==> config.mk <==
export PLATFORM = sky130hd
export DESIGN_NAME = spi_bus_arbiter_flat
export DESIGN_NICKNAME = d
export VERILOG_FILES = /design/src/rtl/spi_arb_pkg.sv /design/src/rtl/spi_bus_arbiter_if.sv /design/src/rtl/spi_bus_mux.sv /design/src/rtl/spi_bus_arbiter.sv /design/src/flat_wrapper.sv
export SDC_FILE = /design/constraint.sdc
export NUM_CORES = 1
export LEC_CHECK = 0
export ABC_AREA = 1
export CORE_ASPECT_RATIO = 0.6
export CORE_MARGIN = 4
export CORE_UTILIZATION = 30
export CTS_CLUSTER_SIZE = 40
export DETAILED_ROUTE_END_ITERATION = 7
export PLACE_DENSITY = 0.64
export SLEW_MARGIN = 20
export SYNTH_ARGS = -nofsm -noshare
export SYNTH_HDL_FRONTEND = slang
export SYNTH_HIERARCHICAL = 1
export SYNTH_SLANG_ARGS = --single-unit
==> constraint.sdc <==
create_clock -name clock -period 1.41 [get_ports clock]
set_clock_uncertainty 0.2 [all_clocks]
set_input_delay 0.282 -clock clock [delete_from_list [all_inputs] [get_ports clock]]
set_output_delay 0.282 -clock clock [all_outputs]
set_load 0.01 [all_outputs]
==> src/rtl/spi_arb_pkg.sv <==
// Shared definitions for the SPI bus arbiter: requester indices, state
// encoding, default timing parameters and the grant selection helper.
package spi_arb_pkg;

    localparam int N_MASTERS = 3;

    localparam int IDX_GAIN = 0;
    localparam int IDX_ADC  = 1;
    localparam int IDX_DAC  = 2;

    localparam int DEF_TIMEOUT_CYCLES = 256;
    localparam int DEF_GAP_CYCLES     = 2;

    typedef enum logic [1:0] {
        ST_IDLE  = 2'd0,
        ST_GRANT = 2'd1,
        ST_GAP   = 2'd2
    } arb_state_e;

    // Gain always wins; adc/dac share the bus round robin, but a lone
    // requester wins regardless of which one is currently preferred.
    function automatic logic [N_MASTERS-1:0] pick_grant(
        input logic [N_MASTERS-1:0] req,
        input logic                 prefer_dac
    );
        logic [N_MASTERS-1:0] sel;
        sel = '0;
        if (req[IDX_GAIN]) begin
            sel[IDX_GAIN] = 1'b1;
        end else if (req[IDX_ADC] && req[IDX_DAC]) begin
            if (prefer_dac) sel[IDX_DAC] = 1'b1;
            else            sel[IDX_ADC] = 1'b1;
        end else if (req[IDX_ADC]) begin
            sel[IDX_ADC] = 1'b1;
        end else if (req[IDX_DAC]) begin
            sel[IDX_DAC] = 1'b1;
        end
        return sel;
    endfunction

endpackage

==> src/rtl/spi_bus_arbiter_if.sv <==
// Bundle of the per-master request/transfer signals and the shared bus.
// The master modport is the view of the sequencing side, the slave modport
// is the view of the arbiter.
interface spi_arb_if;
    import spi_arb_pkg::*;

    logic [N_MASTERS-1:0] req;
    logic [N_MASTERS-1:0] done;
    logic [N_MASTERS-1:0] sck_in;
    logic [N_MASTERS-1:0] mosi_in;
    logic [N_MASTERS-1:0] grant;
    logic                 sck;
    logic                 mosi;

    modport master (
        output req, done, sck_in, mosi_in,
        input  grant, sck, mosi
    );

    modport slave (
        input  req, done, sck_in, mosi_in,
        output grant, sck, mosi
    );

endinterface

==> src/rtl/spi_bus_mux.sv <==
// Grant-masked OR of the per-master SPI clock and data onto the shared bus.
// With a zero grant the bus idles low.
module spi_bus_mux #(
    parameter int N = 3
) (
    input  logic [N-1:0] grant,
    input  logic [N-1:0] sck_in,
    input  logic [N-1:0] mosi_in,
    output logic         sck,
    output logic         mosi
);

    assign sck  = |(sck_in  & grant);
    assign mosi = |(mosi_in & grant);

endmodule

==> src/rtl/spi_bus_arbiter.sv <==
// Arbiter for the shared Starter Kit SPI bus: registered one-hot grant,
// fixed gain priority, adc/dac round robin, grant timeout with a sticky
// error flag, and an idle gap after every release.
module spi_bus_arbiter
    import spi_arb_pkg::*;
#(
    parameter int TIMEOUT_CYCLES = DEF_TIMEOUT_CYCLES,
    parameter int GAP_CYCLES     = DEF_GAP_CYCLES
) (
    input  logic      clock,
    input  logic      reset,
    spi_arb_if.slave  bus,
    output logic      busy,
    output logic      timeout_err,
    output logic      spissb,
    output logic      sf_ce0,
    output logic      fpgainitb
);

    localparam int TO_W  = $clog2(TIMEOUT_CYCLES);
    localparam int GAP_W = (GAP_CYCLES > 1) ? $clog2(GAP_CYCLES) : 1;

    arb_state_e           state, state_nxt;
    logic [N_MASTERS-1:0] grant, grant_nxt;
    logic                 prefer_dac, prefer_dac_nxt;
    logic [TO_W-1:0]      hold_cnt, hold_cnt_nxt;
    logic [GAP_W-1:0]     gap_cnt, gap_cnt_nxt;
    logic                 err_flag, err_flag_nxt;
    logic                 done_hit;
    logic                 timeout_hit;
    logic                 bus_sck;
    logic                 bus_mosi;

    // Only the granted master's done counts; a done landing on the timeout
    // cycle is treated as a normal completion.
    assign done_hit    = |(bus.done & grant);
    assign timeout_hit = (hold_cnt == TO_W'(TIMEOUT_CYCLES - 1));

    // Next-state, next-grant, pointer and counter logic.
    always_comb begin
        state_nxt      = state;
        grant_nxt      = grant;
        prefer_dac_nxt = prefer_dac;
        hold_cnt_nxt   = hold_cnt;
        gap_cnt_nxt    = gap_cnt;
        err_flag_nxt   = err_flag;
        case (state)
            ST_IDLE: begin
                if (|bus.req) begin
                    grant_nxt    = pick_grant(bus.req, prefer_dac);
                    hold_cnt_nxt = '0;
                    state_nxt    = ST_GRANT;
                    if (grant_nxt[IDX_ADC])      prefer_dac_nxt = 1'b1;
                    else if (grant_nxt[IDX_DAC]) prefer_dac_nxt = 1'b0;
                end
            end
            ST_GRANT: begin
                if (done_hit || timeout_hit) begin
                    grant_nxt   = '0;
                    gap_cnt_nxt = '0;
                    state_nxt   = (GAP_CYCLES == 0) ? ST_IDLE : ST_GAP;
                    if (!done_hit) err_flag_nxt = 1'b1;
                end else begin
                    hold_cnt_nxt = hold_cnt + 1'b1;
                end
            end
            ST_GAP: begin
                if (gap_cnt == GAP_W'(GAP_CYCLES - 1)) state_nxt   = ST_IDLE;
                else                                   gap_cnt_nxt = gap_cnt + 1'b1;
            end
            default: begin
                state_nxt = ST_IDLE;
                grant_nxt = '0;
            end
        endcase
    end

    // State register; reset abandons any transfer without flagging an error.
    always_ff @(posedge clock) begin
        if (reset) begin
            state      <= ST_IDLE;
            grant      <= '0;
            prefer_dac <= 1'b0;
            hold_cnt   <= '0;
            gap_cnt    <= '0;
            err_flag   <= 1'b0;
        end else begin
            state      <= state_nxt;
            grant      <= grant_nxt;
            prefer_dac <= prefer_dac_nxt;
            hold_cnt   <= hold_cnt_nxt;
            gap_cnt    <= gap_cnt_nxt;
            err_flag   <= err_flag_nxt;
        end
    end

    spi_bus_mux #(.N(N_MASTERS)) u_mux (
        .grant   (grant),
        .sck_in  (bus.sck_in),
        .mosi_in (bus.mosi_in),
        .sck     (bus_sck),
        .mosi    (bus_mosi)
    );

    assign bus.grant   = grant;
    assign bus.sck     = bus_sck;
    assign bus.mosi    = bus_mosi;
    assign busy        = (state != ST_IDLE);
    assign timeout_err = err_flag;

    // Other devices on the shared bus are held deselected at all times.
    assign spissb    = 1'b1;
    assign sf_ce0    = 1'b1;
    assign fpgainitb = 1'b1;

endmodule
==> src/flat_wrapper.sv <==
// flat-port wrapper written by rule: the top's interface ports become plain ports
module spi_bus_arbiter_flat import spi_arb_pkg::*;
#(
    parameter int TIMEOUT_CYCLES = DEF_TIMEOUT_CYCLES,
    parameter int GAP_CYCLES     = DEF_GAP_CYCLES
)
  (clock, reset, busy, timeout_err, spissb, sf_ce0, fpgainitb, bus_req, bus_done, bus_sck_in, bus_mosi_in, bus_grant, bus_sck, bus_mosi);
  spi_arb_if bus_i ();
  input  logic clock;
  input  logic reset;
  output logic busy;
  output logic timeout_err;
  output logic spissb;
  output logic sf_ce0;
  output logic fpgainitb;
  input wire logic [$bits(bus_i.req)-1:0] bus_req;
  input wire logic [$bits(bus_i.done)-1:0] bus_done;
  input wire logic [$bits(bus_i.sck_in)-1:0] bus_sck_in;
  input wire logic [$bits(bus_i.mosi_in)-1:0] bus_mosi_in;
  output wire logic [$bits(bus_i.grant)-1:0] bus_grant;
  output wire logic [$bits(bus_i.sck)-1:0] bus_sck;
  output wire logic [$bits(bus_i.mosi)-1:0] bus_mosi;
  assign bus_i.req = bus_req;
  assign bus_i.done = bus_done;
  assign bus_i.sck_in = bus_sck_in;
  assign bus_i.mosi_in = bus_mosi_in;
  assign bus_grant = bus_i.grant;
  assign bus_sck = bus_i.sck;
  assign bus_mosi = bus_i.mosi;
  spi_bus_arbiter #(.TIMEOUT_CYCLES(TIMEOUT_CYCLES), .GAP_CYCLES(GAP_CYCLES)) u_core (.clock(clock), .reset(reset), .bus(bus_i), .busy(busy), .timeout_err(timeout_err), .spissb(spissb), .sf_ce0(sf_ce0), .fpgainitb(fpgainitb));
endmodule
### Word level (Yosys, flattened, before mapping)

Cells that the tools add are included.

| word-level totals | value |
|---|---|
| register bits after elaboration | 16 |
| output and inout port bits | 10 |

| cells by class | value |
|---|---|
| $add $sub $neg | 2 |
| eq/ne operators | 7 |
| muxes and demuxes | 25 |
| bitwise logic cells | 5 |
| reduce and logical (&&, ||, !) cells | 17 |

Operator list:

| kind | count |
|---|---|
| $mux 8 | 2 |
| $pmux 8 s2 | 1 |
| $reduce_and 3->1 | 5 |
| $mux 2 | 7 |
| $reduce_or 3->1 | 4 |
| $mux 1 | 10 |
| $and 3x3->3 | 3 |
| $pmux 3 s3 | 1 |
| $add 8x1->8 const B | 1 |
| $eq 8x8->1 const B | 1 |
| $reduce_bool 2->1 | 4 |
| $mux 3 | 2 |
| $ne 2x1->1 const B | 3 |
| $pmux 2 s3 | 1 |
| $eq 2x1->1 const B | 1 |
| $eq 2x2->1 const B | 1 |
| $logic_not 2->1 | 1 |
| $ne 2x2->1 const B | 1 |
| $not 1->1 | 2 |
| $pmux 1 s2 | 1 |
| $reduce_and 2->1 | 1 |
| $add 1x1->1 const B | 1 |
| $logic_and 1x1->1 | 1 |
| $logic_or 1x1->1 | 1 |

### Logic depth before layout (Yosys ltp)

Gate-level depths: netlist of run 1.

| depth | value |
|---|---|
| depth in word-level cells | 8 |
| depth in mapped cells | 9 |
| mapped depth without buffers | 9 |

### Cells and area by module

Netlist of run 1, hierarchy kept.

Modules (own cells, without submodules):

| module | times used | cells each | area each (sq um) |
|---|---|---|---|
| spi_bus_arbiter | 1 | 129 | 888.4 |
| spi_bus_mux | 1 | 8 | 32.5 |

### Worst setup path after synthesis of run 1

Ideal clock, no wire load.

| timing | value |
|---|---|
| kind | flip-flop to flip-flop |
| from | register u_core.hold_cnt[0] |
| to | register u_core.hold_cnt[0] |
| library setup time | 0.118 ns |
| arrival | 1.130 ns |
| data required time | 1.092 ns |
| path slack | -0.038 ns |
| cell stages (with the launch flop) | 9 |
| path buffers | 0 |
| cells stage by stage | dfxtp_1 > ha_1 > nand2_2 > nor2_4 > nand2_2 > nand2_4 > nand2_4 > o21ai_1 > nor2_1 |

| between the ends | value |
|---|---|
| word-level cells in the longest chain between the ends | 4 |

Ends and longest elaborated chain:

| item | RTL line | RTL |
|---|---|---|
| from (decl) | spi_bus_arbiter.sv:26 | `logic [TO_W-1:0] hold_cnt, hold_cnt_nxt;` |
| from (signal assigned) | spi_bus_arbiter.sv:91 | `hold_cnt <= hold_cnt_nxt;` |
| parallel branches: the longest is 4 deep, another holds $add 8x1->8 | -- |  |

Several ways; the timed one is not identified. The select of a mux whose other input is x is not followed.
A chain may end at the register's enable or synchronous reset.

### Worst setup path after layout of run 1

| timing | value |
|---|---|
| from | register u_core.state[0] |
| to | register u_core.hold_cnt[1] |

| between the ends | value |
|---|---|
| word-level cells in the longest chain between the ends | 3 |

Ends and longest elaborated chain:

| item | RTL line | RTL |
|---|---|---|
| from (decl) | spi_bus_arbiter.sv:23 | `arb_state_e state, state_nxt;` |
| from (signal assigned) | spi_bus_arbiter.sv:88 | `state <= state_nxt;` |
| $eq 2x1->1 / $logic_not 2->1 (equally long branches) | spi_bus_arbiter.sv:47 | `case (state)` |
| $ne 2x2->1 (no source line) (tied with other cells) | -- |  |
| $reduce_and 3->1 (no source line) | -- |  |

Several ways; a longest one is shown, not always the timed one.

==> results by group, run 1 <==
Status
  • Run status: finished, violations left
  • Violations in the final reports: setup timing

Route
  • Iteration-0 DRC count of the detailed router: 95
  • DR pass1 iterations: 6
  • Vias: 1122
  • Wire length reported by the detailed router: 3210 um
  • Per-cell routed wire length: 13.7 um
  • Routed vias/inst: 4.77
  • Drt drc: 0
  • Count of antenna-violating nets left after detailed routing: 0

Synthesis
  • Instance count of the mapped netlist: 137
  • Synthesis-stage register bit count: 16
  • Fraction of synthesized cell area taken by the top area cell type: 34.8%
  • Mean area per synthesized cell: 6.72 um2
  • Asr flop ratio synth: 0%
  • Synth area leader: dfxtp_1
  • Post-synth top flop: dfxtp_1
  • Dominant cell by count in the synthesized netlist: nand2_1
  • Number of synthesized flops with an enable pin: 0
  • Post-synthesis sequential area ratio: 34.8%
  • Synthesis warning total: 6
  • Area of the mapped netlist: 921 um2
  • Commonest cells post-synth: 39 x nand2_1, 16 x dfxtp_1, 14 x inv_1
  • Count of unique library cells instantiated by Yosys: 24
  • Area contributors post-synth: dfxtp_1 35%, nand2_1 16%, nand3_1 7.1%, a21oi_1 6.5%, inv_1 5.7%

Worst hold path
  • Type of the most critical hold path: input pin to register

STA
  • TNS Setup: -0.570 ns
  • RSZ-0062 raised after global routing: yes
  • Final hold violation count: 0
  • Smallest setup slack after layout: -0.0849 ns
  • Maximum frequency from static timing analysis: 669 MHz
  • Crit share post-route: 106%
  • Pins Over Slew Limit: 0
  • Final setup violating endpoints: 14
  • Min Clock Period, post-route: 1.49 ns

Global route
  • First-pass GRT wire length: 5090 um
  • GRT Overall Usage: 16.1%
  • Number of global-route vias before repair: 1092
  • Initial antenna violation count: 0
  • Maximum number of pins on one net before global-route repair: 9
  • Total congestion overflow after global routing: 0

Floorplanning
  • Count of standard-cell rows: 15
  • Height of the die: 50.9 um
  • Floorplan die area: 4050 um2
  • Width of the die: 79.5 um
  • Placeable core area: 2910 um2
  • Starting utilization of the core area: 31.7%
  • Top-level I/O count: 24

Place
  • Count of port buffers added during placement: 20
  • Gpl congestion: 0.892
  • Pre-CTS setup slack: -0.478 ns
  • Post-detail-place hpwl: 2030 um

Clocking
  • Root buffer selected by CTS: clkbuf_8
  • Clock tree from TritonCTS: built
  • Hold Buf Count CTS: 0
  • Clock-pin transition on the worst setup and hold timing paths: 0.06 ns
  • CTS H-Tree Depth: 1
  • Worst-case clock buffer depth: 2
  • Number of buffers added by the clock tree synthesis step: 3
  • Clock net sink count: 16
  • Clock latency at the later pin of the worst-skew pair: 0.25 ns

Finish
  • Proportion of layout cells with a drive suffix above 1: 49.2%
  • Antenna fix cells: 0
  • Final Net Count: 210
  • Sequential cell area in the final layout: 337 um2
  • Multi-input logic area: 746 um2
  • Filler cell count in the final layout: 263
  • Signed area change from the synthesized netlist to the final layout: 84.0%

Pwr
  • Pint: 949 uW
  • Sequential share of power: 36.3%
  • Worst vdd ir: 0.558 mV
  • Net switching share of the total power: 33.5%
  • Leakage power figure: 0.799 nW
  • Net switching power: 478 uW
  • Final total power: 1.43 mW
  • Combinational share of power: 39.7%
  • Power density of the placed cells: 842 nW/um2
  • Clock power frac: 24.0%

Setup path
  • Arrival @ worst endpoint: 1.44 ns
  • Type of origin of the critical path: register
  • Max stage delay on crit path: 0.35 ns
  • Worst-path cell chain: buf_4 > nand2_4 > nor2_4 > buf_6 > nand2_8 > a22oi_1 > nor2_1
  • Required arrival time at the worst endpoint: 1.35 ns
  • Critical Path Slowest Stage Cell: dfxtp_2
  • Critical path type: register to register
  • Crit path capture type: register
  • Highest fanout seen on the critical path: 4

Job
  • Max-cap viol count: 0
logic make-up after synthesis:
group           Yosys count  share of synthesized area [%]
simple gates             79                           40.2
compound gates           21                           14.3
buf+inv                  19                           8.97
flops                    16                           34.8
fa+ha+maj                 1                           1.36
other cells               1                          0.407
through the flow:
stage / utilization [%] / cell area (um2) / std cells / hold WS (ns)
2_1_floorplan: - / 943 / 139 / 0.151
3_3_place_gp: 46.7 / 1360 / 222 / 0.242
3_5_place_dp: 46.7 / 1360 / 222 / 0.263
4_1_cts: 54.1 / 1570 / 232 / 0.252
5_1_grt: 58.2 / 1690 / 235 / 0.278
6_report: 58.2 / 1690 / 235 / 0.259
registers in the layout, indices dropped and copies added, names as in the netlist:
signal and flops:
u_core/state 2, u_core/hold_cnt 8, u_core/bus.grant 3, u_core/gap_cnt 1, u_core/timeout_err 1, u_core/prefer_dac 1
area by class of cell:
type                    instances  share of cell area (%)
repair buffers                 53                    27.2
flip-flops and latches         16                    19.9
clock buffers                   3                    2.44
multi-input cells             106                    44.0
inverters                      15                    3.40
well taps                      42                    3.10
per-layer routing:
layer  global-route usage (%)  wire length [um]  vias up
li1                         -                 -      560
met1                     21.0              1340      526
met2                     28.5              1670       36
met3                     3.17               203        0
met4                     1.71                 0        0
met5                        0                 0        -
worst paths after layout:
path                            slack (ns)                   to            start  cells past startpoint
worst min-delay path                  0.26  u_core/bus.grant[0]       bus_req[0]                      3
worst max register to register       -0.08   u_core/hold_cnt[1]  u_core/state[0]                      7
worst min register to register        0.27       u_core/gap_cnt   u_core/gap_cnt                      2
worst max-delay path                 -0.08   u_core/hold_cnt[1]  u_core/state[0]                      7
critical path: cells and delay by family, from the launching register on:
family	cells	cell delay [ns]
and+or+nand+nor	4	0.39
buffers and inverters	2	0.28
DFF	1	0.35
AOI/OAI and AO/OA	1	0.15
power by group through the flow:
stage	registers [mW]	clock network (mW)	logic (mW)
final	0.518	0.343	0.566
after global routing	0.522	0.375	0.609
after CTS	0.518	0.358	0.489
after detailed placement	0.526	0	0.388
after global placement	0.525	0	0.378
after floorplan	0.529	0	0.184
cell usage in the layout (no fill, tap or decap), types with 3 or more instances in the layout:
master,synthesis,routed
dfxtp_2,0,4
dlymetal6s2s_1,0,4
nor2_2,2,5
nand3_1,13,10
dfxtp_4,0,3
nand2_1,39,25
nand2_2,4,11
buf_2,0,3
conb_1,1,3
nand2_4,2,7
buf_6,0,5
inv_1,14,14
clkbuf_8,0,3
buf_4,3,27
nand2_8,0,4
dlygate4sd2_1,0,11
dfxtp_1,16,9
a21oi_2,0,10
nor2_1,13,10
what timing repair did:
item / CTS / global route
endpoints found under the setup margin: 20 / 19
cloned: 2 / 0
pin swaps: 21 / 9
resized for setup: 60 / 29
hold endpoints to repair: 0 / 0
buffers inserted: 5 / 3
Note: power is estimated with default switching activity, not from simulation.
==> inputs of run 2 (changes only) <==
--- a/config.mk
+++ b/config.mk
@@ -7,7 +7,6 @@
 export LEC_CHECK = 0
 export ABC_AREA = 1
 export CORE_ASPECT_RATIO = 0.6
-export CORE_MARGIN = 4
 export CORE_UTILIZATION = 30
 export CTS_CLUSTER_SIZE = 40
 export DETAILED_ROUTE_END_ITERATION = 7
==> run 2 against run 1 <==
The run still ends with setup timing left; cell count is 1.3% lower; worst hold slack worse by 0.015 ns; non-clock buffer count is 4 lower; sequential power hardly changed; clock power is 20% higher; combinational power is 2% lower; register-to-register slack better by 0.02 ns; largest power group unchanged.
==> results by group, run 2 (synthesis gave the netlist of run 1 again) <==
Setup path
  • Crit path from: u_core/hold_cnt[1]
  • Required arrival time at the worst endpoint: 1.35 ns
  • Max stage delay on crit path: 0.35 ns
  • Worst reg2reg setup slack: -0.06 ns
  • Critical Path Slowest Stage Cell: dfxtp_2
  • R2R Path End: u_core/hold_cnt[0]
  • Crit path capture type: register
  • Highest fanout seen on the critical path: 6
  • Reg2Reg Launch Point: u_core/hold_cnt[1]
  • Number of cells on the worst reg-to-reg path: 8
  • CP bufs+invs: 0
  • Worst-path cell chain: ha_4 > nand2_4 > nor2_4 > nand2_4 > nand2_8 > nand2_8 > o21ai_2 > nor2_1
  • Type of origin of the critical path: register
  • Arrival @ worst endpoint: 1.42 ns
  • Cell count along the critical path: 8
  • Termination of the worst setup path: u_core/hold_cnt[0]
  • Top Family by Delay on Critical Path: simple AND/OR/NAND/NOR gates
  • Critical path type: register to register

Pwr
  • Final total power: 1.49 mW
  • Worst vdd ir: 0.501 mV
  • Power density of the placed cells: 899 nW/um2
  • Leakage power figure: 0.753 nW

STA
  • Worst hold-check slack: 0.244 ns
  • TNS Setup: -0.326 ns
  • Final setup violating endpoints: 11
  • Crit share post-route: 105%
  • RSZ-0062 raised after global routing: yes
  • Smallest setup slack after layout: -0.0635 ns
  • Min Clock Period, post-route: 1.47 ns
  • Final hold violation count: 0
  • Pins Over Slew Limit: 0
  • Maximum frequency from static timing analysis: 679 MHz

Route
  • Count of antenna-violating nets left after detailed routing: 0
  • Vias: 1083
  • DR pass1 iterations: 4
  • Routed vias/inst: 4.67
  • Drt drc: 0
  • Iteration-0 DRC count of the detailed router: 55
  • Wire length reported by the detailed router: 3030 um
  • Per-cell routed wire length: 13.1 um

Clocking
  • Clock-pin transition on the worst setup and hold timing paths: 0.06 ns
  • Root buffer selected by CTS: clkbuf_8
  • Clock tree from TritonCTS: built
  • Clock net sink count: 16
  • Hold Buf Count CTS: 0
  • Worst-case clock buffer depth: 2
  • Number of buffers added by the clock tree synthesis step: 3
  • Clock latency at the later pin of the worst-skew pair: 0.25 ns
  • CTS H-Tree Depth: 1

Place
  • Cell total after placement: 221
  • Post-place instance area: 1350 um2
  • Gpl congestion: 0.839
  • Count of port buffers added during placement: 20
  • Post-detail-place hpwl: 1990 um

Finish
  • Max FFs per register: 8
  • Post-route insts no fill: 232
  • Proportion of layout cells with a drive suffix above 1: 47.9%
  • Final instance area: 1660 um2
  • Multi-input logic area: 727 um2
  • Antenna fix cells: 0
  • Final Net Count: 206
  • Leading registers by flop count: u_core/hold_cnt: 8 flops, u_core/bus.grant: 3 flops, u_core/state: 2 flops
  • Most frequent cells in the layout: 24 x nand2_1, 24 x buf_4, 14 x nand2_2, 13 x dlygate4sd2_1, 12 x inv_1
  • Signed area change from the synthesized netlist to the final layout: 79.9%
  • Most flop-heavy register: u_core/hold_cnt
  • Sequential cell area in the final layout: 335 um2
  • Filler cell count in the final layout: 276

Floorplanning
  • Placeable core area: 2890 um2
  • Count of standard-cell rows: 15
  • Top-level I/O count: 24
  • Width of the die: 73.5 um
  • Starting utilization of the core area: 31.9%
  • Height of the die: 44.9 um
  • Floorplan die area: 3300 um2

Global route
  • First-pass GRT wire length: 4630 um
  • Initial antenna violation count: 0
  • Maximum number of pins on one net before global-route repair: 10
  • Total congestion overflow after global routing: 0
  • GRT Overall Usage: 19.3%
  • Number of global-route vias before repair: 1006

Status
  • Violations in the final reports: setup timing
  • Run status: finished, violations left

Job
  • Max-cap viol count: 0

Worst hold path
  • Type of the most critical hold path: input pin to register
run 2: power breakdown:
part | leakage [nW] | internal, mW | total [mW] | switching [mW]
clock network | 0.0288 | 0.248 | 0.413 | 0.165
logic | 0.591 | 0.272 | 0.556 | 0.284
registers | 0.134 | 0.486 | 0.519 | 0.0328
total | 0.753 | 1.01 | 1.49 | 0.482
run 2: worst min path at each step:
stage | start | to | slack, ns | cells after the start
finish | bus_req[0] | u_core/bus.grant[0] | 0.24 | 3
global route | bus_req[0] | u_core/bus.grant[0] | 0.24 | 3
CTS | bus_req[0] | u_core/bus.grant[0] | 0.25 | 3
detailed placement | u_core/gap_cnt | u_core/gap_cnt | 0.26 | 2
global placement | u_core/gap_cnt | u_core/gap_cnt | 0.24 | 2
floorplan | reset | u_core/hold_cnt[2] | 0.15 | 1
run 2: cell type report:
cell class	instances	area share (%)
Inverter	15	3.47
Clock buffer	4	3.32
Sequential cell	16	20.2
Timing Repair Buffer	49	25.9
Multi-Input combinational cell	106	43.9
Tap cell	42	3.17
run 2: through the flow:
stage,setup WS [ns],utilization [%]
after CTS,-0.0563,53.5
after global placement,-0.461,46.7
final,-0.0635,57.3
after detailed placement,-0.493,46.7
after global routing,-0.136,57.3
after floorplan,0.0199,-
run 2: worst register-to-register path, stage by stage, from the launching register on:
cell	delay [ns]
dfxtp_2	0.35
ha_4	0.15
nand2_4	0.07
nor2_4	0.12
nand2_4	0.09
nand2_8	0.13
nand2_8	0.09
o21ai_2	0.11
nor2_1	0.05
run 2: repair_timing:
item / in CTS / in global routing
endpoints found under the setup margin: 19 / 19
gates cloned: 2 / 0
resized for setup: 55 / 34
buffers inserted: 5 / 0
pin swaps: 18 / 10
run 2: layer usage:
layer	up-vias	part of all wire [%]	GRT usage [%]
met2	32	50	31.4
met5	-	0	0
met4	0	1.1	5.00
met3	4	4.4	4.91
li1	544	-	-
met1	503	45	25.9
==> inputs of run 3 (changes only) <==
--- a/config.mk
+++ b/config.mk
@@ -7,10 +7,11 @@
 export LEC_CHECK = 0
 export ABC_AREA = 1
 export CORE_ASPECT_RATIO = 0.6
-export CORE_UTILIZATION = 30
+export CORE_UTILIZATION = 42
+export CTS_BUF_LIST = sky130_fd_sc_hd__clkbuf_16
 export CTS_CLUSTER_SIZE = 40
 export DETAILED_ROUTE_END_ITERATION = 7
-export PLACE_DENSITY = 0.64
+export PLACE_DENSITY = 0.81
 export SLEW_MARGIN = 20
 export SYNTH_ARGS = -nofsm -noshare
 export SYNTH_HDL_FRONTEND = slang
==> run 3 against run 2 <==
Maximum frequency shrank 9.3%; critical path type unchanged; first-iteration DRC count grew to 3.0 times the previous value; critical endpoint is now u_core/hold_cnt[1]; die area fell by 28%; sequential power rose by 1%; non-clock buffer count shrank 1; global-route usage is 14 points higher; via count up 20%; the flow still finishes with violations (setup timing); register-to-register slack worse by 0.15 ns; cell area increased by 1.9%; cell count fell by 6.5%; largest cell class unchanged; critical path depth unchanged.
==> results by group, run 3 (synthesis gave the netlist of run 1 again) <==
Finish
  • Final Net Count: 205
  • Most flop-heavy register: u_core/hold_cnt
  • Filler cell count in the final layout: 84
  • Most common cell after layout, fill and taps aside: nand2_1
  • Signed area change from the synthesized netlist to the final layout: 83.3%
  • Core occupancy in the finished layout: 86.5%
  • Most frequent cells in the layout: 28 x nand2_1, 21 x buf_4, 13 x dlygate4sd2_1, 11 x inv_1, 11 x nand3_1
  • Sequential cell area in the final layout: 330 um2
  • Antenna fix cells: 0
  • Multi-input logic area: 734 um2
  • Leading registers by flop count: u_core/hold_cnt: 8 flops, u_core/bus.grant: 3 flops, u_core/state: 2 flops
  • Post-route insts no fill: 217
  • Max FFs per register: 8
  • Proportion of layout cells with a drive suffix above 1: 46.6%

STA
  • Maximum frequency from static timing analysis: 616 MHz
  • Min Clock Period, post-route: 1.62 ns
  • Crit share post-route: 115%
  • Final setup violating endpoints: 15
  • Final hold violation count: 0
  • TNS Setup: -1.90 ns
  • Smallest setup slack after layout: -0.214 ns
  • RSZ-0062 raised after global routing: yes
  • Worst hold-check slack: 0.262 ns
  • Pins Over Slew Limit: 0

Setup path
  • Top Family by Delay on Critical Path: simple AND/OR/NAND/NOR gates
  • Required arrival time at the worst endpoint: 1.35 ns
  • Max stage delay on crit path: 0.35 ns
  • Worst reg2reg setup slack: -0.21 ns
  • Critical Path Slowest Stage Cell: dfxtp_2
  • R2R Path End: u_core/hold_cnt[1]
  • Type of origin of the critical path: register
  • Crit path capture type: register
  • Number of cells on the worst reg-to-reg path: 8
  • Arrival @ worst endpoint: 1.56 ns
  • Crit path from: u_core/hold_cnt[0]
  • Worst-path cell chain: ha_4 > nand2_4 > nor2_4 > nand2_4 > nand2_8 > nand2_8 > o21ai_4 > nor2_2
  • Critical path type: register to register
  • CP bufs+invs: 0
  • Highest fanout seen on the critical path: 6
  • Reg2Reg Launch Point: u_core/hold_cnt[0]

Pwr
  • Pint: 1.16 mW
  • Combinational share of power: 36.4%
  • Clock power frac: 33.1%
  • Worst vdd ir: 1.06 mV
  • Power density of the placed cells: 1020 nW/um2
  • Net switching share of the total power: 32.4%
  • Final total power: 1.72 mW
  • Leakage power figure: 0.787 nW
  • Sequential share of power: 30.6%
  • Net switching power: 558 uW

Floorplanning
  • Width of the die: 62.5 um
  • Height of the die: 38.3 um
  • Placeable core area: 1950 um2
  • Floorplan die area: 2390 um2
  • Top-level I/O count: 24
  • Starting utilization of the core area: 47.2%
  • Count of standard-cell rows: 12

Global route
  • Number of global-route vias before repair: 1155
  • First-pass GRT wire length: 5730 um
  • GRT Overall Usage: 33.1%
  • Total congestion overflow after global routing: 0
  • Initial antenna violation count: 0
  • Maximum number of pins on one net before global-route repair: 13

Route
  • DR pass1 iterations: 6
  • Wire length reported by the detailed router: 4240 um
  • Per-cell routed wire length: 19.5 um
  • Routed vias/inst: 5.98
  • Vias: 1298
  • Drt drc: 0
  • Iteration-0 DRC count of the detailed router: 164
  • Count of antenna-violating nets left after detailed routing: 0

Place
  • Count of port buffers added during placement: 20
  • Gpl congestion: 0.871
  • Cell total after placement: 203
  • Post-detail-place hpwl: 1910 um

Clocking
  • Clock latency at the later pin of the worst-skew pair: 0.25 ns
  • CTS H-Tree Depth: 1
  • Clock net sink count: 16
  • Root buffer selected by CTS: clkbuf_16
  • Number of buffers added by the clock tree synthesis step: 3
  • Clock tree from TritonCTS: built
  • Worst-case clock buffer depth: 2
  • Clock-pin transition on the worst setup and hold timing paths: 0.05 ns
  • Hold Buf Count CTS: 0

Status
  • Violations in the final reports: setup timing
  • Run status: finished, violations left

Worst hold path
  • Type of the most critical hold path: register to register
  • Hold wc startpoint: u_core/gap_cnt
  • Hold EP: u_core/gap_cnt
  • Instance count along the most critical hold path: 2

Job
  • Max-cap viol count: 0
## run 3: cell count changes in the layout (fill, tap and decap cells not counted), moves of 2 or more
cell             previous run  this run
a21oi_1                     6         4
a21oi_2                     6         8
clkdlybuf4s15_1             3         0
clkbuf_8                    4         0
buf_4                      24        21
dfxtp_2                     3         5
dlymetal6s2s_1              0         3
dfxtp_4                     3         1
nand2_1                    24        28
clkbuf_16                   0         3
nand2_2                    14        10
## run 3: cell type report
type	count	area share, %
Clock inverter	1	0.222
Inverter	15	3.41
Multi-Input combinational cell	106	43.5
Timing Repair Buffer	48	26.8
Sequential cell	16	19.6
Tap cell	28	2.08
Clock buffer	3	4.45
## run 3: power by group through the flow
stage	registers, mW	logic, mW	clock network, mW
6_report	0.526	0.627	0.569
5_1_grt	0.528	0.648	0.595
4_1_cts	0.521	0.516	0.571
3_5_place_dp	0.528	0.381	0
3_3_place_gp	0.524	0.369	0
2_1_floorplan	0.529	0.184	0
## run 3: what timing repair did
action,in CTS,in global routing
gates resized for setup,59,24
endpoints found under the setup margin,22,17
cloned,3,0
buffers inserted,4,4
pin swaps,17,12
## run 3: metrics by stage
stage               cell area (um2)  setup slack (ns)
global route                   1690            -0.244
finish                         1690            -0.214
detailed placement             1320            -0.486
floorplan                       943            0.0199
global placement               1320            -0.465
CTS                            1570            -0.104
## run 3: worst max path at each step
stage | endpoint | slack, ns | cells after the start
floorplan | u_core/hold_cnt[0] | 0.02 | 8
global placement | bus_sck | -0.46 | 4
detailed placement | bus_mosi | -0.49 | 4
CTS | u_core/hold_cnt[7] | -0.10 | 9
global route | u_core/hold_cnt[6] | -0.24 | 9
finish | u_core/hold_cnt[1] | -0.21 | 8
## run 3: worst register-to-register path: stages, from the launching register on
cell     delay (ns)
dfxtp_2        0.35
ha_4           0.17
nand2_4        0.08
nor2_4         0.13
nand2_4        0.10
nand2_8        0.14
nand2_8        0.10
o21ai_4        0.18
nor2_2         0.06
## run 3: metal layers
| metal | global-route usage [%] | part of all wire [%] | routed length (um) |
|---|---|---|---|
| met1 | 38.2 | 37 | 1570 |
| met2 | 56.0 | 44 | 1880 |
| met3 | 10.7 | 12 | 492 |
| met4 | 19.2 | 7.1 | 299 |
| met5 | 0 | 0 | 0 |
==> RTL edit 1: new RTL, config.mk and constraints of run 2 <==
Re-encode `arb_state_e` (3 states) as one-hot, 3 bits wide.
--- a/src/rtl/spi_arb_pkg.sv
+++ b/src/rtl/spi_arb_pkg.sv
@@ -12,8 +12,8 @@
     localparam int DEF_GAP_CYCLES     = 2;
 
-    typedef enum logic [1:0] {
-        ST_IDLE  = 2'd0,
-        ST_GRANT = 2'd1,
-        ST_GAP   = 2'd2
+    typedef enum logic [2:0] {
+        ST_IDLE  = 3'b001,
+        ST_GRANT = 3'b010,
+        ST_GAP   = 3'b100
     } arb_state_e;
 
Formal check against the unedited RTL: no difference found for any inputs over 10 cycles, from zero or initial values and one cycle with reset high; not proved beyond that.
==> RTL edit 1 against run 2 <==
- the run still ends with negative setup slack left
- global-route usage fell by 4.0 points
- cell area rose by 5.1%
- sequential cell count rose by 1
- critical path type unchanged
- combinational power rose by 15%
- highest routed layer unchanged
- setup slack got worse by 0.053 ns
- synthesized cell count rose by 12%
- routed wire length rose by 0.43%
- sequential power rose by 6.2%
- count of clock-buffer cells in the layout did not move
- area after synthesis rose by 12%
- total power rose by 4.6%
- worst hold slack got worse by 0.026 ns
==> RTL edit 1: results (changes against run 2) <==
CP Data Arrival Time 1.52 ns (+0.10 ns); Hold Crit Start bus_req[0]; layout cells sized above 1 0.454 (-0.0248); Synth Warn # 6 (unchanged); vias in the first global route 832 (-17%); first-pass GRT wire length 4.06 mm (-12%); Post-Place Cells 240 (+8.6%); met3 wire len 163 um (+23%); first drt pass iteration count 4 (unchanged); Die Area 3680 um2 (+12%); H-tree Lvls 1 (unchanged); Largest regs u_core/hold_cnt (8), u_core/bus.grant (3), u_core/state (3); post-CTS sizing 52 (-5.5%); Max FO, Critical Path 7 (+1); Syn Area/Cell 6.74 um2 (+0.25%); main area contributors after synthesis dfxtp_1 (33%), nand2_1 (15%), nand3_1 (6.8%); met2 wire length 1.35 mm (-11%); VDD IR max 0.000568 V (+14%); fin nets 223 (+8.3%); Hold Path Class primary input to flip-flop; Post-synth EDFFs 0 (unchanged); Post-Layout Cell Count 252 (+8.6%); total routed wirelength 3.04 mm (+0.43%); largest net degree at the start of global routing 14 (+4); Synth cell types 24 (unchanged); outcome finished, violations left; initial antenna violation count 0 (unchanged); GPL Wtd Cong 0.793 (-5.5%); Post-DP HPWL 1.94 mm (-2.7%); clk_lat worst skew 0.25 ns (about the same); failing checks negative setup slack; slowest stage cell, crit path dfxtp_4; gr usage total 0.153 (-0.0401); Synth Flop Type dfxtp_1; via count normalized by instance count 4.51 (-3.3%); top sig layer met4; final setup vio count 17 (+6); WL met1 1.50 mm (+11%); Net Sw Power 556 uW (+15%); PnR worst setup slack -0.117 ns (-0.0534 ns); top cells by count, synth nand2_1 (42), dfxtp_1 (17), inv_1 (16); drt first-iter violations 51 (-7.3%); Async SR Flop Fraction 0 (unchanged); Seq/Total Area, Yosys 0.330 (-0.0177); post-CTS setup repair buffer count 3 (-2); P_leak 0.853 nW (+13%); Layout fillers 329 (+19%); Worst path max stage delay 0.35 ns (about the same)
[RTL edit 1: cells by family after synthesis]
kind of cell | count (synthesis) | synth area share
buffers and inverters | 24 | 0.104
DFF | 17 | 0.330
adders and majority gates | 1 | 0.0121
and+or+nand+nor | 92 | 0.443
other | 1 | 0.00364
AOI/OAI and AO/OA | 18 | 0.107
[RTL edit 1: path summary, 6_finish.rpt]
check,endpoint,slack [ns],cells past startpoint
setup reg to reg,u_core/hold_cnt[4],-0.12,9
setup / recovery,u_core/hold_cnt[4],-0.12,9
hold / removal,u_core/bus.grant[0],0.22,3
hold reg to reg,u_core/gap_cnt,0.26,2
[RTL edit 1: area by class of cell]
type	count	share of cell area
clock buffer	4	0.0259
inverter	20	0.0474
multi-input combinational	115	0.436
sequential	17	0.206
tap	45	0.0324
timing repair buffer	51	0.253
[RTL edit 1: power by group through the flow]
stage / Clock [mW] / Combinational (mW) / Sequential [mW]
after floorplan: 0 / 0.266 / 0.556
after global placement: 0 / 0.490 / 0.552
after detailed placement: 0 / 0.490 / 0.553
after CTS: 0.386 / 0.566 / 0.546
after global routing: 0.407 / 0.692 / 0.554
final: 0.368 / 0.638 / 0.551
[RTL edit 1: layer usage]
layer,GRT usage,up-vias
met1,0.218,503
met2,0.216,32
met3,0.0552,6
li1,-,596
met5,0,-
met4,0.0453,0
[RTL edit 1: metrics by stage]
step	TNS [ns]	setup WS [ns]	utilization	area, um2
floorplan	-0.0834	-0.0272	-	1060
global placement	-6.52	-0.462	0.451	1470
detailed placement	-6.32	-0.467	0.451	1470
CTS	-0.612	-0.111	0.494	1610
global route	-2.22	-0.193	0.533	1740
finish	-1.08	-0.117	0.533	1740
==> RTL edit 2: new RTL, flow settings as in run 2 <==
Without the edit above. The package constant `DEF_TIMEOUT_CYCLES` goes from 256 to 128.
--- a/src/rtl/spi_arb_pkg.sv
+++ b/src/rtl/spi_arb_pkg.sv
@@ -9,5 +9,5 @@
     localparam int IDX_DAC  = 2;
 
-    localparam int DEF_TIMEOUT_CYCLES = 256;
+    localparam int DEF_TIMEOUT_CYCLES = 128;
     localparam int DEF_GAP_CYCLES     = 2;
 
Function: no difference found for any inputs over 10 cycles, from zero or initial values and one cycle with reset high; that may be too few to reach the edited logic, so the function may still have changed.
==> RTL edit 2 against run 2 <==
- the run still ends with negative setup slack left
- global-route usage is 2.4 points lower
- routed wire length down 18%
- setup slack got worse by 0.046 ns
- first-iteration DRC count decreased by 20%
- combinational power up 13%
- total power up 0.39%
- cell area decreased by 16%
- sequential share of layout area grew 2.3 points
- sequential cell count is 1 lower
- critical path depth increased by 1
- area after synthesis down 11%
- critical endpoint is now u_core/hold_cnt[5]
- largest cell class unchanged
- highest routed layer is now met3
==> RTL edit 2: results (changes against run 2) <==
Worst path max stage delay 0.35 ns (about the same); GPL Wtd Cong 0.777 (-7.4%); top cells by count, synth nand2_1 (33), dfxtp_1 (15), a21oi_1 (13), inv_1 (13), nor2_1 (13); buffer depth of the longest clock path 2 (unchanged); VDD IR max 0.000714 V (+43%); Layout fillers 254 (-8.0%); initial antenna violation count 0 (unchanged); Setup TNS Final -0.739 ns (-0.413 ns); CP Data Arrival Time 1.47 ns (+0.05 ns); WL met1 1.17 mm (-14%); clk slew on worst S/H paths around 0.070 ns; clk_lat worst skew 0.25 ns (about the same); Port Buf Inserts 20 (unchanged); fin nets 184 (-11%); final setup vio count 12 (+1); Max FO, Critical Path 6 (unchanged); Top reg by flops u_core/hold_cnt; Synth cell types 22 (-8.3%); Async SR Flop Fraction 0 (unchanged); top sig layer met3; met1 GRT Util 0.230 (-0.0284); GRT met2 Usage 0.262 (-0.0516); H-tree Lvls 1 (unchanged); TritonCTS buffer count 3 (unchanged); first drt pass iteration count 4 (unchanged); failing checks negative setup slack; Seq/Total Area, Yosys 0.368 (+0.0197); Post-DP HPWL 1.74 mm (-13%); Synth Flop Type dfxtp_1; dpl ws -0.490 ns (+0.00278 ns); PnR worst setup slack -0.110 ns (-0.0460 ns); P_leak 0.657 nW (-13%); met3 wire len 116 um (-13%); slowest stage cell, crit path dfxtp_2; gr usage total 0.169 (-0.0239); met3 Use GR 0.0529 (+0.00378); layout cells sized above 1 0.429 (-0.0504); Hold Path Class flip-flop to flip-flop; family with the most delay on the worst path simple AND/OR/NAND/NOR gates; Synth Warn # 6 (unchanged); drt first-iter violations 44 (-20%); via count normalized by instance count 4.72 (+1.1%); first-pass GRT wire length 3.84 mm (-17%); outcome finished, violations left; largest net degree at the start of global routing 11 (+1); CTS Root Cell clkbuf_8; number of antenna diodes 0 (unchanged); met2 wire length 1.20 mm (-21%); total routed wirelength 2.49 mm (-18%); Largest regs u_core/hold_cnt (7), u_core/bus.grant (3), u_core/state (2); vias in the first global route 843 (-16%); main area contributors after synthesis dfxtp_1 (37%), nand2_1 (15%), a21oi_1 (8.0%)
## RTL edit 2: cell types whose count changed after synthesis, moves of 2 or more
| cell | delta |
|---|---|
| nand3_1 | -4 |
| o21bai_1 | -2 |
| o21ai_0 | +4 |
| o21ai_1 | -2 |
| nand2_1 | -6 |
## RTL edit 2: cell type report
class	instances	area share
multi-input combinational	90	0.394
timing repair buffer	45	0.281
sequential	15	0.226
inverter	14	0.0376
clock buffer	3	0.0295
tap	32	0.0286
clock inverter	1	0.00358
## RTL edit 2: cells by family after synthesis
logic type      share of synthesized area
other cells                       0.00459
buf+inv                            0.0965
flops                               0.368
fa+ha+maj                          0.0153
compound gates                      0.124
simple gates                        0.392
## RTL edit 2: worst paths after layout
kind | cells after the start | start | end
setup / recovery | 9 | u_core/hold_cnt[1] | u_core/hold_cnt[5]
setup reg to reg | 9 | u_core/hold_cnt[1] | u_core/hold_cnt[5]
hold reg to reg | 2 | u_core/hold_cnt[6] | u_core/hold_cnt[6]
hold / removal | 2 | u_core/hold_cnt[6] | u_core/hold_cnt[6]
## RTL edit 2: repair_timing
action,in CTS,in global routing
pin swaps,9,8
setup buffers,5,2
resized for setup,45,18
endpoints found under the setup margin,19,20
## RTL edit 2: stage by stage
stage	instances	utilization	hold slack [ns]	power (mW)	instance area [um2]
finish	200	0.550	0.254	1.49	1400
global route	200	0.550	0.279	1.58	1400
CTS	198	0.524	0.259	1.47	1330
detailed placement	190	0.476	0.249	1.03	1210
global placement	190	0.476	0.240	1.02	1210
floorplan	123	-	0.151	0.759	840
## RTL edit 2: power breakdown
part	internal [mW]	switching [mW]
Combinational	0.307	0.321
Clock	0.196	0.164
Sequential	0.469	0.0380
